===== src/rtl/lu_pkg.sv =====
// rtl/lu_pkg.sv - opcodes, op width and FSM encoding shared by the logic unit and its arbiter
package lu_pkg;

  localparam int LU_OP_W = 2;

  localparam logic [LU_OP_W-1:0] LU_NOT = 2'b00;
  localparam logic [LU_OP_W-1:0] LU_AND = 2'b01;
  localparam logic [LU_OP_W-1:0] LU_OR  = 2'b10;
  localparam logic [LU_OP_W-1:0] LU_XOR = 2'b11;

  typedef enum logic [1:0] {
    IDLE = 2'd0,
    EXEC = 2'd1,
    RESP = 2'd2
  } lu_state_e;

endpackage


===== src/rtl/logic_unit.sv =====
// rtl/logic_unit.sv - combinational W-bit NOT/AND/OR/XOR unit
module logic_unit
  import lu_pkg::*;
#(
  parameter int W = 4
) (
  input  logic [LU_OP_W-1:0] op,
  input  logic [W-1:0]       a,
  input  logic [W-1:0]       b,
  output logic [W-1:0]       y
);

  always_comb begin
    y = '0;
    case (op)
      LU_NOT:  y = ~a;
      LU_AND:  y = a & b;
      LU_OR:   y = a | b;
      LU_XOR:  y = a ^ b;
      default: y = '0;
    endcase
  end

endmodule


===== src/rtl/logic_unit_arbiter.sv =====
// rtl/logic_unit_arbiter.sv - round-robin sharing of one logic unit among N requesters
module logic_unit_arbiter
  import lu_pkg::*;
#(
  parameter int N = 4,
  parameter int W = 4
) (
  input  logic                  clk,
  input  logic                  rst,
  input  logic [N-1:0]          req,
  input  logic [LU_OP_W*N-1:0]  op,
  input  logic [W*N-1:0]        a,
  input  logic [W*N-1:0]        b,
  output logic                  busy,
  output logic [N-1:0]          done,
  output logic [W-1:0]          result,
  output logic [$clog2(N)-1:0]  owner
);

  localparam int IDW = $clog2(N);

  lu_state_e            state_q, state_d;
  logic [IDW-1:0]       owner_q, owner_d;
  logic [IDW-1:0]       last_q, last_d;
  logic [LU_OP_W-1:0]   op_q, op_d;
  logic [W-1:0]         a_q, a_d;
  logic [W-1:0]         b_q, b_d;
  logic [W-1:0]         result_q, result_d;
  logic [N-1:0]         done_q, done_d;
  logic [W-1:0]         lu_y;
  logic [IDW-1:0]       win;
  logic                 found;

  logic_unit #(.W(W)) u_logic_unit (
    .op (op_q),
    .a  (a_q),
    .b  (b_q),
    .y  (lu_y)
  );

  // Search starts just past the last grant, so a re-requesting owner ranks last.
  always_comb begin
    logic [IDW-1:0] idx;
    found = 1'b0;
    win   = last_q;
    idx   = '0;
    for (int i = 1; i <= N; i++) begin
      idx = IDW'((int'(last_q) + i) % N);
      if (!found && req[idx]) begin
        found = 1'b1;
        win   = idx;
      end
    end
  end

  always_comb begin
    state_d  = state_q;
    owner_d  = owner_q;
    last_d   = last_q;
    op_d     = op_q;
    a_d      = a_q;
    b_d      = b_q;
    result_d = result_q;
    done_d   = '0;
    case (state_q)
      IDLE: begin
        if (found) begin
          owner_d = win;
          op_d    = op[LU_OP_W*win +: LU_OP_W];
          a_d     = a[W*win +: W];
          b_d     = b[W*win +: W];
          state_d = EXEC;
        end
      end
      EXEC: begin
        result_d        = lu_y;
        done_d[owner_q] = 1'b1;
        state_d         = RESP;
      end
      RESP: begin
        last_d  = owner_q;
        state_d = IDLE;
      end
      default: state_d = IDLE;
    endcase
  end

  always_ff @(posedge clk or posedge rst) begin
    if (rst) begin
      state_q  <= IDLE;
      owner_q  <= '0;
      last_q   <= IDW'(N - 1);
      op_q     <= '0;
      a_q      <= '0;
      b_q      <= '0;
      result_q <= '0;
      done_q   <= '0;
    end else begin
      state_q  <= state_d;
      owner_q  <= owner_d;
      last_q   <= last_d;
      op_q     <= op_d;
      a_q      <= a_d;
      b_q      <= b_d;
      result_q <= result_d;
      done_q   <= done_d;
    end
  end

  assign busy   = (state_q != IDLE);
  assign done   = done_q;
  assign result = result_q;
  assign owner  = owner_q;

endmodule


===== config.mk =====
export PLATFORM = sky130hd
export DESIGN_NAME = logic_unit_arbiter
export DESIGN_NICKNAME = d
export VERILOG_FILES = /design/src/rtl/lu_pkg.sv /design/src/rtl/logic_unit.sv /design/src/rtl/logic_unit_arbiter.sv
export SDC_FILE = /design/constraint.sdc
export NUM_CORES = 1
export LEC_CHECK = 0
export ABC_AREA = 1
export ABC_CLOCK_PERIOD_IN_PS = 3100
export CAP_MARGIN = 10
export CORE_MARGIN = 5
export CORE_UTILIZATION = 45
export DETAILED_ROUTE_END_ITERATION = 12
export DONT_BUFFER_PORTS = 1
export MAX_ROUTING_LAYER = met4
export PLACE_DENSITY_LB_ADDON = 0.12
export SLEW_MARGIN = 20
export SYNTH_ARGS = -nofsm -noshare
export SYNTH_HDL_FRONTEND = slang
export SYNTH_SLANG_ARGS = --single-unit

===== constraint.sdc =====
create_clock -name clk -period 3.1 [get_ports clk]
set_clock_uncertainty 0.15 [all_clocks]
set_input_delay 0.465 -clock clk [delete_from_list [all_inputs] [get_ports clk]]
set_output_delay 0.465 -clock clk [all_outputs]
set_load 0.01 [all_outputs]

==> impl_metrics.sql <==
INSERT INTO impl_metrics (metric_group, metric, value, unit) VALUES
('outcome', 'status', 'finished clean', ''),
('critical_path', 'timing.critical_path.buf_inv', '2', ''),
('yosys', 'top_cell_types_by_occurrence_after_synthesis', '62 x sky130_fd_sc_hd__nand2_1, 62 x sky130_fd_sc_hd__nand3_1, 22 x sky130_fd_sc_hd__dfrtp_1', ''),
('sta', 'final_hold_viol_count', '0', ''),
('clocking', 'clkSinkCount', '24', ''),
('placement', 'detailed_place_hpwl', '3.04', 'mm'),
('hold_path', 'min-delay-path-class', 'input port to asynchronous set/reset pin', ''),
('flow_run', 'max_cap_violation_count', '0', ''),
('layout', 'antenna_fix_cells', '0', ''),
('route', 'drt-wirelength-per-cell', '13.7', 'um'),
('sta', 'setup-tns-final', '0', 'ns'),
('floorplanning', 'die_width', '72.5', 'um'),
('yosys', 'yosysWarningCount', '0', ''),
('clocking', 'cts_tree', 'yes', ''),
('critical_path', 'worst-path-max-fanout', '11', ''),
('pwr', 'p_leak', '0.882', 'nW'),
('critical_path', 'worst_path_most_repeated_cell', 'sky130_fd_sc_hd__nand2_1', ''),
('global_route', 'global_route.overflow_total', '0', ''),
('route', 'firstDrtPassIters', '4', ''),
('critical_path', 'cpPeakStageDelay', '0.69', 'ns'),
('floorplanning', 'design.die.area', '0.00526', 'mm2'),
('floorplanning', 'die_height', '72.5', 'um'),
('route', 'wl', '3.90', 'mm'),
('clocking', 'number_of_hold_buffers_added_after_cts', '0', ''),
('yosys', 'syn_area', '0.00176', 'mm2'),
('yosys', 'yosys.area.top_type_share', '0.313', ''),
('route', 'route.antenna.remaining_nets', '0', ''),
('global_route', 'grt_pass1_vias', '1476', ''),
('critical_path', 'timing.critical_path.from_type', 'flop', ''),
('critical_path', 'crit_required', '3.15', 'ns'),
('sta', 'final.period_utilization', '0.803', ''),
('pwr', 'power_per_cell_area', '1310', 'mW/mm2'),
('critical_path', 'cp_data_arrival_time', '2.54', 'ns'),
('route', 'initialDrtViolationCount', '75', ''),
('placement', 'numPortBuffers', '0', ''),
('global_route', 'antenna_found_initial', '0', ''),
('yosys', 'synth_enable_flop_cells', '0', ''),
('critical_path', 'crit_chain', 'inv_2 > nand2_1 > nand2_4 > nand2_1 > nand2_2 > inv_2 > nand3_1 > nand2_2 > nand2_1 > nand3_1 > nand3_1 > nand2_1', ''),
('critical_path', 'worst-r2r-setup-slack', '0.61', 'ns'),
('clocking', 'ctsHtreeMaxLevel', '1', ''),
('clocking', 'clock_input_transition_at_the_sequential_cells_of_the_worst_setup_and_hold_paths', '0.08', 'ns'),
('yosys', 'yosys.cell_types.count', '24', ''),
('placement', 'finalWeightedCongestion', '0.779', ''),
('placement', 'pre_cts_ws', '0.632', 'ns'),
('sta', 'worst_slack', '0.610', 'ns'),
('layout', 'area.growth.synth_to_final', '1.92', '%'),
('pwr', 'worst_ir_drop_vdd', '0.000848', 'V'),
('clocking', 'cts.root.buffer_cell', 'sky130_fd_sc_hd__clkbuf_8', ''),
('sta', 'max_freq', '0.402', 'GHz'),
('layout', 'final_core_util', '0.482', ''),
('sta', 'final.min_clock_period', '2.49', 'ns'),
('yosys', 'synth-seq-area-share', '0.343', ''),
('global_route', 'grt_use_total', '0.161', ''),
('floorplanning', 'fp-row-count', '22', ''),
('clocking', 'cts_max_path_bufs', '2', ''),
('sta', 'rsz0062_at_grt', 'false', ''),
('yosys', 'synth_largest_area_cell', 'sky130_fd_sc_hd__dfrtp_1', ''),
('sta', 'max_slew.worst_pin.slew', '0.894', 'ns'),
('sta', 'setup_viol', '0', ''),
('global_route', 'grt_pass1_wl', '6.72', 'mm'),
('route', 'route.detailed.drc', '0', ''),
('sta', 'final_max_slew_viol_count', '0', ''),
('layout', 'layout-drive-gt1-share', '0.157', ''),
('route', 'routed_via_density', '5.33', ''),
('floorplanning', 'design.core.area', '0.00372', 'mm2'),
('yosys', 'synth_seq_cells', '24', ''),
('yosys', 'synth_nets', '295', ''),
('floorplanning', 'io_pins', '57', ''),
('floorplanning', 'initial_core_util', '0.473', ''),
('sta', 'slew-limit-headroom', '0.403', ''),
('critical_path', 'worstSetupPathType', 'flop to flop', '');
## kinds of logic after synthesis
| logic type | count (synthesis) | share of synthesized area |
|---|---|---|
| adder cells (fa/ha/maj) | 8 | 0.0569 |
| buffers and inverters | 30 | 0.0875 |
| flip-flops | 24 | 0.343 |
| AO/OA/AOI/OAI | 21 | 0.0776 |
| AND/OR/NAND/NOR | 158 | 0.435 |
## worst paths after layout
check,startpoint,to,cells past startpoint
max in group asynchronous,rst,done[0],1
min reg2reg,state_q[1],state_q[1],1
min,rst,result[0],1
max reg2reg,last_q[0],a_q[3],12
min in group clk,op[6],op_q[0],4
max,last_q[0],a_q[3],12
## final cells by class
class,instances,area [um2]
well taps,48,60.1
repair buffers,1,7.51
flip-flops and latches,24,603
fillers,392,1920
inverters,20,75.1
multi-input cells,187,1000
clock buffers,4,45.0
## where the power goes
part | switching (W) | internal (W)
registers | 0.000184 | 0.000475
logic | 0.000993 | 0.000506
clock network | 0.0000915 | 0.0000916
## metrics by stage
step	total power, W	instance area (um2)	instances	hold WS (ns)
6_report	0.00234	1790	284	0.131
5_1_grt	0.00264	1790	284	0.234
4_1_cts	0.00236	1790	284	0.161
3_5_place_dp	0.00217	1750	280	0.339
3_3_place_gp	0.00217	1750	280	0.346
2_1_floorplan	0.00199	1760	241	0.313
## sequential cells by signal, indices dropped and copies added (netlist names)
name / count
a_q: 4
b_q: 4
done: 4
result: 4
last_q: 2
op_q: 2
owner: 2
state_q: 2
## cells in the final DEF, fill, tap and decap left out, drive strengths merged
| cell type | instances |
|---|---|
| clkinv | 1 |
| o311ai | 3 |
| dfstp | 2 |
| nand2 | 85 |
| inv | 19 |
| buf | 1 |
| clkbuf | 4 |
| nand3 | 63 |
| nor3b | 1 |
| a31oi | 2 |
| o31ai | 1 |
| nor2 | 5 |
| a21oi | 6 |
| o21ai | 9 |
| ha | 8 |
| nor3 | 4 |
| dfrtp | 22 |
## routing by layer
layer | vias to the layer above | track usage | wire length [um]
met5 | - | - | 0
met1 | 671 | 0.237 | 2010
met4 | 0 | 0.0471 | 28
li1 | 790 | - | -
met3 | 4 | 0.0180 | 222
met2 | 49 | 0.231 | 1640
Note: power is estimated with default switching activity, not from simulation.
